### src/rtl/i2c_pkg.sv
// Shared I2C definitions used by both the bus master and the bus target.
package i2c_pkg;

  localparam int I2C_ADDR_W = 7;
  localparam int I2C_BYTE_W = 8;

  // Value of the R/W bit (first wire bit of the address byte).
  localparam logic RW_WRITE = 1'b0;
  localparam logic RW_READ  = 1'b1;

  typedef enum logic [2:0] {
    IDLE      = 3'd0,
    ADDR      = 3'd1,
    ADDR_ACK  = 3'd2,
    WRITE     = 3'd3,
    WRITE_ACK = 3'd4,
    READ      = 3'd5,
    READ_ACK  = 3'd6,
    WAIT_STOP = 3'd7
  } i2c_state_e;

  // Address byte on the wire is LSB first: bit 0 is R/W and bits 7:1 carry the
  // 7-bit address with address bit 0 in byte bit 1.
  function automatic logic addr_hit(input logic [I2C_BYTE_W-1:0] addr_byte,
                                    input logic [I2C_ADDR_W-1:0] addr);
    return addr_byte[I2C_BYTE_W-1:1] == addr;
  endfunction

endpackage

### src/rtl/i2c_sync_edge.sv
// Multi-flop synchronizer for one asynchronous bus line, followed by a
// registered level and one-cycle rise/fall pulses aligned with that level.
module i2c_sync_edge #(
  parameter int SYNC_STAGES = 2
) (
  input  logic clk,
  input  logic reset,
  input  logic pin,
  output logic level,
  output logic rise,
  output logic fall
);

  logic [SYNC_STAGES-1:0] sync_q;
  logic                   prev_q;
  logic                   rise_q;
  logic                   fall_q;

  // Synchronizer chain, last-sample register and edge pulses.
  // When rise/fall is high, level holds the newer of the two compared samples.
  always_ff @(posedge clk or negedge reset) begin
    if (!reset) begin
      sync_q <= '0;
      prev_q <= 1'b0;
      rise_q <= 1'b0;
      fall_q <= 1'b0;
    end else begin
      sync_q <= {sync_q[SYNC_STAGES-2:0], pin};
      prev_q <= sync_q[SYNC_STAGES-1];
      rise_q <= sync_q[SYNC_STAGES-1] & ~prev_q;
      fall_q <= ~sync_q[SYNC_STAGES-1] & prev_q;
    end
  end

  assign level = prev_q;
  assign rise  = rise_q;
  assign fall  = fall_q;

endmodule

### src/rtl/i2c_slave_rx.sv
// I2C target: oversamples SCL/SDA, detects START/STOP, matches a 7-bit
// address, ACKs writes and serves read bytes. Bytes are LSB first on the wire.
//
// state     | meaning
// ----------+-----------------------------------------------------------
// IDLE      | bus free, waiting for START
// ADDR      | shifting in the address byte (R/W first)
// ADDR_ACK  | driving ACK for a matched address
// WRITE     | shifting in a data byte from the master
// WRITE_ACK | driving ACK for a received data byte
// READ      | driving a data byte to the master
// READ_ACK  | sampling the master's ACK/NACK
// WAIT_STOP | not addressed or NACKed, ignoring bus until START/STOP
module i2c_slave_rx
  import i2c_pkg::*;
#(
  parameter logic [I2C_ADDR_W-1:0] SLAVE_ADDR  = 7'h53,
  parameter int                    SYNC_STAGES = 2
) (
  input  logic                  clk,
  input  logic                  reset,
  input  logic                  scl_in,
  input  logic                  sda_in,
  output logic                  sda_oe,
  output logic [I2C_BYTE_W-1:0] rx_data,
  output logic                  rx_valid,
  output logic                  rx_rw,
  input  logic [I2C_BYTE_W-1:0] tx_data,
  output logic                  tx_load,
  output logic                  addr_match,
  output logic                  stop_seen,
  output logic                  busy
);

  logic scl_level, scl_rise, scl_fall;
  logic sda_level, sda_rise, sda_fall;

  i2c_sync_edge #(.SYNC_STAGES(SYNC_STAGES)) u_scl_sync (
    .clk   (clk),
    .reset (reset),
    .pin   (scl_in),
    .level (scl_level),
    .rise  (scl_rise),
    .fall  (scl_fall)
  );

  i2c_sync_edge #(.SYNC_STAGES(SYNC_STAGES)) u_sda_sync (
    .clk   (clk),
    .reset (reset),
    .pin   (sda_in),
    .level (sda_level),
    .rise  (sda_rise),
    .fall  (sda_fall)
  );

  i2c_state_e                  state_q, state_nxt;
  logic [3:0]                  bit_cnt_q, bit_cnt_nxt;
  logic [I2C_BYTE_W-2:0]       shift_q, shift_nxt;
  logic [I2C_BYTE_W-1:0]       tx_byte_q, tx_byte_nxt;
  logic [I2C_BYTE_W-1:0]       rx_data_q, rx_data_nxt;
  logic                        rx_rw_q, rx_rw_nxt;
  logic                        addr_match_q, addr_match_nxt;
  logic                        busy_q, busy_nxt;
  logic                        sda_oe_q, sda_oe_nxt;
  logic                        ack_phase_q, ack_phase_nxt;
  logic                        rx_valid_q, rx_valid_nxt;
  logic                        tx_load_q, tx_load_nxt;
  logic                        stop_seen_q, stop_seen_nxt;

  logic                        scl_high_both;
  logic                        start_det;
  logic                        stop_det;
  logic [I2C_BYTE_W-1:0]       byte_in;

  // SCL is high in both compared samples only if it is high now and did not
  // just rise; an SDA edge coincident with any SCL edge is therefore data.
  assign scl_high_both = scl_level & ~scl_rise;
  assign start_det     = sda_fall & scl_high_both;
  assign stop_det      = sda_rise & scl_high_both;

  // Byte as it will look once the bit on SDA right now is shifted in.
  assign byte_in = {sda_level, shift_q};

  // State and datapath registers; async reset also releases SDA immediately.
  always_ff @(posedge clk or negedge reset) begin
    if (!reset) begin
      state_q      <= IDLE;
      bit_cnt_q    <= '0;
      shift_q      <= '0;
      tx_byte_q    <= '0;
      rx_data_q    <= '0;
      rx_rw_q      <= 1'b0;
      addr_match_q <= 1'b0;
      busy_q       <= 1'b0;
      sda_oe_q     <= 1'b0;
      ack_phase_q  <= 1'b0;
      rx_valid_q   <= 1'b0;
      tx_load_q    <= 1'b0;
      stop_seen_q  <= 1'b0;
    end else begin
      state_q      <= state_nxt;
      bit_cnt_q    <= bit_cnt_nxt;
      shift_q      <= shift_nxt;
      tx_byte_q    <= tx_byte_nxt;
      rx_data_q    <= rx_data_nxt;
      rx_rw_q      <= rx_rw_nxt;
      addr_match_q <= addr_match_nxt;
      busy_q       <= busy_nxt;
      sda_oe_q     <= sda_oe_nxt;
      ack_phase_q  <= ack_phase_nxt;
      rx_valid_q   <= rx_valid_nxt;
      tx_load_q    <= tx_load_nxt;
      stop_seen_q  <= stop_seen_nxt;
    end
  end

  // Next-state and output logic; STOP and START override every state.
  always_comb begin
    state_nxt      = state_q;
    bit_cnt_nxt    = bit_cnt_q;
    shift_nxt      = shift_q;
    tx_byte_nxt    = tx_byte_q;
    rx_data_nxt    = rx_data_q;
    rx_rw_nxt      = rx_rw_q;
    addr_match_nxt = addr_match_q;
    busy_nxt       = busy_q;
    sda_oe_nxt     = sda_oe_q;
    ack_phase_nxt  = ack_phase_q;
    rx_valid_nxt   = 1'b0;
    tx_load_nxt    = 1'b0;
    stop_seen_nxt  = 1'b0;

    if (stop_det) begin
      state_nxt      = IDLE;
      stop_seen_nxt  = 1'b1;
      busy_nxt       = 1'b0;
      addr_match_nxt = 1'b0;
      sda_oe_nxt     = 1'b0;
      ack_phase_nxt  = 1'b0;
      bit_cnt_nxt    = '0;
    end else if (start_det) begin
      state_nxt      = ADDR;
      bit_cnt_nxt    = '0;
      sda_oe_nxt     = 1'b0;
      addr_match_nxt = 1'b0;
      busy_nxt       = 1'b1;
      ack_phase_nxt  = 1'b0;
    end else begin
      case (state_q)
        IDLE: begin
        end

        ADDR: begin
          if (scl_rise) begin
            shift_nxt = byte_in[I2C_BYTE_W-1:1];
            if (bit_cnt_q == 4'd7) begin
              bit_cnt_nxt = '0;
              if (addr_hit(byte_in, SLAVE_ADDR)) begin
                state_nxt     = ADDR_ACK;
                rx_rw_nxt     = byte_in[0];
                ack_phase_nxt = 1'b0;
              end else begin
                state_nxt = WAIT_STOP;
              end
            end else begin
              bit_cnt_nxt = bit_cnt_q + 4'd1;
            end
          end
        end

        // First fall after the byte drives ACK; the second fall ends the ACK
        // clock and either hands the bus back or starts the read byte.
        ADDR_ACK, WRITE_ACK: begin
          if (scl_fall) begin
            if (!ack_phase_q) begin
              sda_oe_nxt     = 1'b1;
              addr_match_nxt = 1'b1;
              ack_phase_nxt  = 1'b1;
            end else begin
              ack_phase_nxt = 1'b0;
              bit_cnt_nxt   = '0;
              sda_oe_nxt    = 1'b0;
              if (state_q == ADDR_ACK && rx_rw_q == RW_READ) begin
                tx_load_nxt = 1'b1;
                tx_byte_nxt = tx_data;
                sda_oe_nxt  = ~tx_data[0];
                bit_cnt_nxt = 4'd1;
                state_nxt   = READ;
              end else begin
                state_nxt = WRITE;
              end
            end
          end
        end

        WRITE: begin
          if (scl_rise) begin
            shift_nxt = byte_in[I2C_BYTE_W-1:1];
            if (bit_cnt_q == 4'd7) begin
              rx_data_nxt   = byte_in;
              rx_valid_nxt  = 1'b1;
              bit_cnt_nxt   = '0;
              ack_phase_nxt = 1'b0;
              state_nxt     = WRITE_ACK;
            end else begin
              bit_cnt_nxt = bit_cnt_q + 4'd1;
            end
          end
        end

        // bit_cnt counts bits already placed on the wire.
        READ: begin
          if (scl_fall) begin
            if (bit_cnt_q == 4'd8) begin
              sda_oe_nxt    = 1'b0;
              bit_cnt_nxt   = '0;
              ack_phase_nxt = 1'b0;
              state_nxt     = READ_ACK;
            end else begin
              sda_oe_nxt  = ~tx_byte_q[bit_cnt_q[2:0]];
              bit_cnt_nxt = bit_cnt_q + 4'd1;
            end
          end
        end

        READ_ACK: begin
          if (!ack_phase_q) begin
            if (scl_rise) begin
              if (!sda_level) begin
                ack_phase_nxt = 1'b1;
              end else begin
                state_nxt = WAIT_STOP;
              end
            end
          end else if (scl_fall) begin
            ack_phase_nxt = 1'b0;
            tx_load_nxt   = 1'b1;
            tx_byte_nxt   = tx_data;
            sda_oe_nxt    = ~tx_data[0];
            bit_cnt_nxt   = 4'd1;
            state_nxt     = READ;
          end
        end

        WAIT_STOP: begin
        end

        default: begin
          state_nxt = IDLE;
        end
      endcase
    end
  end

  assign sda_oe     = sda_oe_q;
  assign rx_data    = rx_data_q;
  assign rx_valid   = rx_valid_q;
  assign rx_rw      = rx_rw_q;
  assign tx_load    = tx_load_q;
  assign addr_match = addr_match_q;
  assign stop_seen  = stop_seen_q;
  assign busy       = busy_q;

endmodule
### config.mk
export PLATFORM = sky130hd
export DESIGN_NAME = i2c_slave_rx
export DESIGN_NICKNAME = d
export VERILOG_FILES = /design/src/rtl/i2c_pkg.sv /design/src/rtl/i2c_sync_edge.sv /design/src/rtl/i2c_slave_rx.sv
export SDC_FILE = /design/constraint.sdc
export NUM_CORES = 1
export LEC_CHECK = 0
export CAP_MARGIN = 10
export CORE_UTILIZATION = 50
export CTS_CLUSTER_DIAMETER = 60
export DETAILED_ROUTE_END_ITERATION = 7
export PLACE_DENSITY_LB_ADDON = 0.05
export REMOVE_ABC_BUFFERS = 1
export SETUP_SLACK_MARGIN = 0.05
export SYNTH_ARGS = -nofsm -noshare
export SYNTH_HDL_FRONTEND = slang
export SYNTH_SLANG_ARGS = --single-unit
### constraint.sdc
create_clock -name clk -period 1.9 [get_ports clk]
set_clock_uncertainty 0.1 [all_clocks]
set_input_delay 0.285 -clock clk [delete_from_list [all_inputs] [get_ports clk]]
set_output_delay 0.285 -clock clk [all_outputs]
set_load 0.005 [all_outputs]
==> results of run 1 <==
-- stage by stage --
stage / utilization (%) / hold WS [ns] / TNS (ns) / setup slack (ns) / instances
floorplan: - / -0.111 / -0.147 / -0.0358 / 187
global placement: 65.3 / 0.0713 / 0 / 0.00237 / 303
detailed placement: 65.3 / 0.0727 / -0.140 / -0.0659 / 303
CTS: 68.7 / 0.262 / 0 / 0.00230 / 312
global route: 73.6 / 0.264 / -0.366 / -0.0886 / 325
finish: 73.6 / 0.258 / -0.0270 / -0.0270 / 325
-- cell type report --
cell class	count	area [um^2]
flip-flops and latches	48	1210
fillers	325	1150
clock inverters	1	8.76
multi-input cells	131	1120
well taps	52	65.1
inverters	9	36.3
clock buffers	6	82.6
repair buffers	78	682
-- where the power goes --
group	total, mW	switching, mW	internal, mW
registers	1.41	0.200	1.21
logic	1.92	0.866	1.05
clock network	0.629	0.338	0.291
total	3.96	1.40	2.56
-- placed cells by master (no fill, tap or decap), types with 3 or more instances in the layout --
master	n
buf_6	3
nor2_1	10
or4_4	3
a211oi_2	3
inv_1	8
clkbuf_8	6
clkdlybuf4s50_1	25
nor2b_1	5
o21ai_0	7
a21oi_1	9
nand2_1	12
mux2_4	11
dfrtp_1	43
a21oi_2	3
nand3_1	4
mux2_2	12
dfrtp_2	5
o211ai_1	4
buf_4	45
nor3_1	3
-- sequential cells by signal (all words and copies together) (netlist names), 2 cells and up --
register	flops
bit_cnt_q	4
rx_data	8
shift_q	7
state_q	3
tx_byte_q	8
u_scl_sync.sync_q	2
u_sda_sync.sync_q	2
-- cells by family after synthesis --
logic type / Yosys count / share of synthesized area [%]
AOI/OAI and AO/OA: 44 / 12.8
muxes: 26 / 15.0
buffers and inverters: 19 / 3.97
and+or+nand+nor: 57 / 13.8
adders and majority gates: 2 / 1.10
xor gates and xnor gates: 1 / 0.386
DFF: 48 / 53.0
-- layer usage --
layer | part of all wire (%) | GRT usage (%) | routed length, um | up-vias
li1 | - | - | - | 864
met1 | 43 | 32.2 | 2510 | 941
met2 | 51 | 37.3 | 2980 | 61
met3 | 4.1 | 5.38 | 239 | 11
met4 | 1.8 | 10.7 | 105 | 0
met5 | 0 | 0 | 0 | -
-- worst max-delay path by stage --
stage                               end  cells after the start
5_1_grt          state_q[0]$_DFFE_PN0P_                      9
4_1_cts              sda_oe$_DFFE_PN0P_                      6
3_5_place_dp     state_q[1]$_DFFE_PN0P_                      5
2_1_floorplan  bit_cnt_q[3]$_DFFE_PN0P_                      4
3_3_place_gp     state_q[0]$_DFFE_PN0P_                      5
6_report         state_q[1]$_DFFE_PN0P_                      6
-- timing repair --
| action | in CTS | in global routing |
|---|---|---|
| setup endpoints to repair | 21 | 24 |
| hold endpoints to repair | 9 | 0 |
| setup buffers | 1 | 12 |
| pin swaps | 4 | 15 |
| gates resized for setup | 11 | 35 |
| hold buffers | 1 | 0 |
| gates cloned | 0 | 1 |
==> out/qor.yml, run 1 <==
outcome:
  status: "finished with violations"
  failed_checks: "setup timing"
worst_setup_path:
  crit_chain: "buf_4 -> and3b_2 -> o211ai_1 -> buf_4 -> nor2_1 -> a211oi_2"
  cpMostUsedCell: "buf_4"
  critPathTopFamily: "compound AO/OA/AOI/OAI gates"
  r2r_cells: 6
  startpoint_type: "flip-flop"
  crit-reg2reg-capture: "state_q[1]$_DFFE_PN0P_"
  cp_max_fo: 11
  crit_start: "state_q[2]$_DFFE_PN0P_"
  cp.arrival_ns: 2.04
  critical_path_class: "flip-flop to flip-flop"
  cp_num_buf_inv: 2
  cp.required_ns: 2.02
  slowest_delay_ns: 0.50
  crit_path_end_kind: "flip-flop"
  reg2reg_slack_ns: -0.03
  cpMaxStageDelayCell: "dfrtp_2"
  r2r_start: "state_q[2]$_DFFE_PN0P_"
clock_tree:
  insertion_delay_ns: 0.30
  clk_pin_slew_worst_paths_ns: 0.09
  cts.sinks: 48
  cts_max_path_buffers: 2
  htreeDepth: 2
  cts_made_buffers: 5
  tritoncts: "done"
  cts_root_buf: "clkbuf_8"
sta:
  fmax_mhz: 519
  worst_slew_pin_slew_ns: 0.404
  rsz0062_at_grt: "yes"
  fin_ws_ns: -0.0270
  setup_violations: 1
  slew_headroom_pct: 72.9
  finalCritPeriodShare_pct: 101
  maxSlewViolCount: 0
  hold_viol: 0
  layout_min_cycle_time_ns: 1.93
synthesis:
  yosys_warnings: 0
  synth_edf_count: 0
  synth_top_area_share_pct: 53.0
  ys_seq_area_share_pct: 53.0
  syn_area_mm2: 0.00227
  ys_top_cells_by_count: "dfrtp_1 (48), mux2_2 (16), a21oi_1 (12), nand2_1 (12), nor2_1 (12)"
  synth.distinct_cells: 47
  syn_avg_cell_area_um2: 11.5
  yosysTopAreaCell: "dfrtp_1"
  yosysMostFrequentCell: "dfrtp_1"
  syn_inst: 197
  ys.flop_type: "dfrtp_1"
  synth-seq-cells: 48
  synth_area_leaders: "dfrtp_1 (53%), mux2_2 (7.9%), mux2_4 (4.6%), a21oi_1 (2.6%), o21ai_0 (2.2%)"
  ys_async_sr_fraction_pct: 100
placement:
  place.gp.congestion: 0.898
  post-dp-hpwl_mm: 3.91
  dpl_cell_area_mm2: 0.00284
  io_buffer_count: 26
power_and_ir_drop:
  power_density_mw_per_mm2: 1230
  vdd_ir_drop_max_uv: 632
  p_leak_nw: 1.43
  power_mw: 3.96
grt:
  grt.total_usage_pct: 24.0
  grt_pass1_wl_mm: 8.96
  grt_max_degree: 40
  grt_overflow: 0
  antenna_found_initial: 0
  grt_pass1_vias: 1852
detailed_routing:
  dr.pass1.iters: 4
  drtIter0Drc: 161
  drt.antenna.violating_nets: 0
  totalWireLength_mm: 5.84
  viasPerCell: 5.78
  drcViolationCount: 0
  wl_per_cell_um: 18.0
  via_count: 1877
min_path:
  min_path_cells: 0
  worstHoldStart: "u_scl_sync.sync_q[0]$_DFF_PN0_"
  hold_path.class: "flip-flop to flip-flop"
  hold_path_end: "u_scl_sync.sync_q[1]$_DFF_PN0_"
cells_and_area:
  design_area_mm2: 0.00321
  syn2layout_area_growth_pct: 41.4
  diodes: 0
  num-nets-final: 287
  drive_gt1_share_pct: 44.0
floorplan:
  boundaryPins: 27
  die_w_um: 69.4
  coreArea_mm2: 0.00435
  die_area_mm2: 0.00481
  start_util_pct: 52.1
  core.rowCount: 24
  die_h_um: 69.4
flow_run:
  drv_cap: 0
Note: power is estimated with default switching activity, not from simulation.
==> inputs of run 2 (changes only) <==
- GPL_TIMING_DRIVEN: unset -> 0
==> run 2 against run 1 <==
The flow still finishes with violations (setup timing). Sequential power increased by 3%. Clock-buffer cell count is 1 lower. Sequential share of layout area rose by 0.16 points. Final area is the same. Sequential cell count unchanged. Register-to-register slack got worse by 0.05 ns. First-iteration DRC count is 35% higher. Total power shrank 2.6%. Highest routed layer unchanged.
==> out/qor.yml, run 2 (synthesis gave the netlist of run 1 again) <==
placement:
  place.gp.congestion: 0.880
  post-dp-hpwl_mm: 3.08
  io_buffer_count: 26
  dpl_cell_area_mm2: 0.00255
cells_and_area:
  diodes: 0
  design_area_mm2: 0.00321
  final_common_cell: "dfrtp_1"
  num-nets-final: 278
  drive_gt1_share_pct: 41.7
  final_cell_mix: "dfrtp_1 (39), buf_4 (35), clkdlybuf4s50_1 (25)"
  post-route-util_pct: 73.6
  syn2layout_area_growth_pct: 41.4
clock_tree:
  cts_max_path_buffers: 2
  tritoncts: "done"
  htreeDepth: 2
  insertion_delay_ns: 0.30
  clk_pin_slew_worst_paths_ns: 0.09
  cts_root_buf: "clkbuf_8"
  cts_made_buffers: 5
  cts.sinks: 48
floorplan:
  coreArea_mm2: 0.00435
  die_area_mm2: 0.00481
  die_h_um: 69.4
  start_util_pct: 52.1
  die_w_um: 69.4
  core.rowCount: 24
  boundaryPins: 27
worst_setup_path:
  cp_num_buf_inv: 1
  cp.arrival_ns: 2.11
  startpoint_type: "flip-flop"
  cpMaxStageDelayCell: "dfrtp_2"
  cp_max_fo: 5
  critical_path_class: "flip-flop to flip-flop"
  critPathTopFamily: "compound AO/OA/AOI/OAI gates"
  cpMostUsedCell: "o211ai_1"
  crit_chain: "inv_4 -> ha_4 -> nand4b_1 -> o211ai_1 -> o211ai_1 -> a221o_1 -> a21oi_2"
  crit_path_end_kind: "flip-flop"
  slowest_delay_ns: 0.47
  cp.required_ns: 2.03
grt:
  antenna_found_initial: 0
  grt.total_usage_pct: 22.8
  grt_util_met3_pct: 5.09
  grtUsageMet2_pct: 37.0
  grt.busiest_layer: "met2"
  grt_overflow: 0
  grt_max_degree: 30
  met1_usage_pct: 28.7
  grt_pass1_wl_mm: 8.63
  grt_pass1_vias: 1831
power_and_ir_drop:
  power_mw: 3.86
  power_density_mw_per_mm2: 1200
  p_leak_nw: 1.41
  vdd_ir_drop_max_uv: 555
sta:
  setup_violations: 2
  setup_tns_ns: -0.0967
  worst_slew_pin_slew_ns: 0.490
  hold_viol: 0
  maxSlewViolCount: 0
  layout_min_cycle_time_ns: 1.98
  slew_headroom_pct: 67.2
  finalCritPeriodShare_pct: 104
  fin_ws_ns: -0.0807
  rsz0062_at_grt: "yes"
  fmax_mhz: 505
min_path:
  hold_path.class: "flip-flop to flip-flop"
detailed_routing:
  totalWireLength_mm: 5.88
  drcViolationCount: 0
  dr.pass1.iters: 4
  drtIter0Drc: 217
  via_count: 1896
  wl_per_cell_um: 18.6
  viasPerCell: 6.00
  drt.antenna.violating_nets: 0
outcome:
  status: "finished with violations"
  failed_checks: "setup timing"
flow_run:
  drv_cap: 0
run 2: cell count changes in the layout (fill, tap and decap cells not counted), sizes merged:
cell      previous run  this run
clkinvlp             0         1
buf                 52        42
run 2: timing repair:
item	4_1_cts	5_1_grt
hold endpoints to repair	19	0
hold buffers	1	0
buffers inserted	19	21
pin swaps	4	16
resized for setup	19	38
gates cloned	1	1
setup endpoints to repair	26	23
run 2: final timing paths:
path,from,to,slack [ns],cells after the start
setup / recovery,bit_cnt_q[0]$_DFFE_PN0P_,state_q[2]$_DFFE_PN0P_,-0.08,7
hold / removal,u_scl_sync.sync_q[0]$_DFF_PN0_,u_scl_sync.sync_q[1]$_DFF_PN0_,0.26,0
setup reg to reg,bit_cnt_q[0]$_DFFE_PN0P_,state_q[2]$_DFFE_PN0P_,-0.08,7
hold reg to reg,u_scl_sync.sync_q[0]$_DFF_PN0_,u_scl_sync.sync_q[1]$_DFF_PN0_,0.26,0
max in group asynchronous,reset,bit_cnt_q[1]$_DFFE_PN0P_,0.80,3
min in group asynchronous,reset,sda_oe$_DFFE_PN0P_,0.38,2
run 2: layout make-up:
cell class                      count  area, um^2
Clock buffer                        5        68.8
Clock inverter                      2        12.5
Fill cell                         278        1150
Inverter                            9        36.3
Multi-Input combinational cell    131        1170
Sequential cell                    48        1210
Tap cell                           52        65.1
Timing Repair Buffer               69         641
run 2: where the power goes:
part / total (mW) / switching (mW) / leakage (nW) / internal (mW)
Combinational: 1.82 / 0.852 / 0.773 / 0.971
Clock: 0.585 / 0.335 / 0.0400 / 0.250
Sequential: 1.45 / 0.228 / 0.599 / 1.22
Total: 3.86 / 1.42 / 1.41 / 2.44
run 2: stage by stage:
step	std cells	hold slack [ns]	worst slack [ns]
2_1_floorplan	187	-0.111	-0.0358
3_3_place_gp	265	0.236	-0.788
3_5_place_dp	266	0.176	-0.344
4_1_cts	294	0.263	0.0240
5_1_grt	316	0.265	-0.154
6_report	316	0.260	-0.0807
run 2: metal layers:
metal	part of all wire (%)	up-vias	routed length (um)
li1	-	846	-
met1	41	929	2430
met2	49	99	2910
met3	6.5	22	381
met4	2.7	0	161
met5	0	-	0
==> inputs of run 3 (changes only) <==
- SLEW_MARGIN: unset -> 25
==> results of run 3 <==
No change in the layout: final DEF, timing and power equal those of run 2.
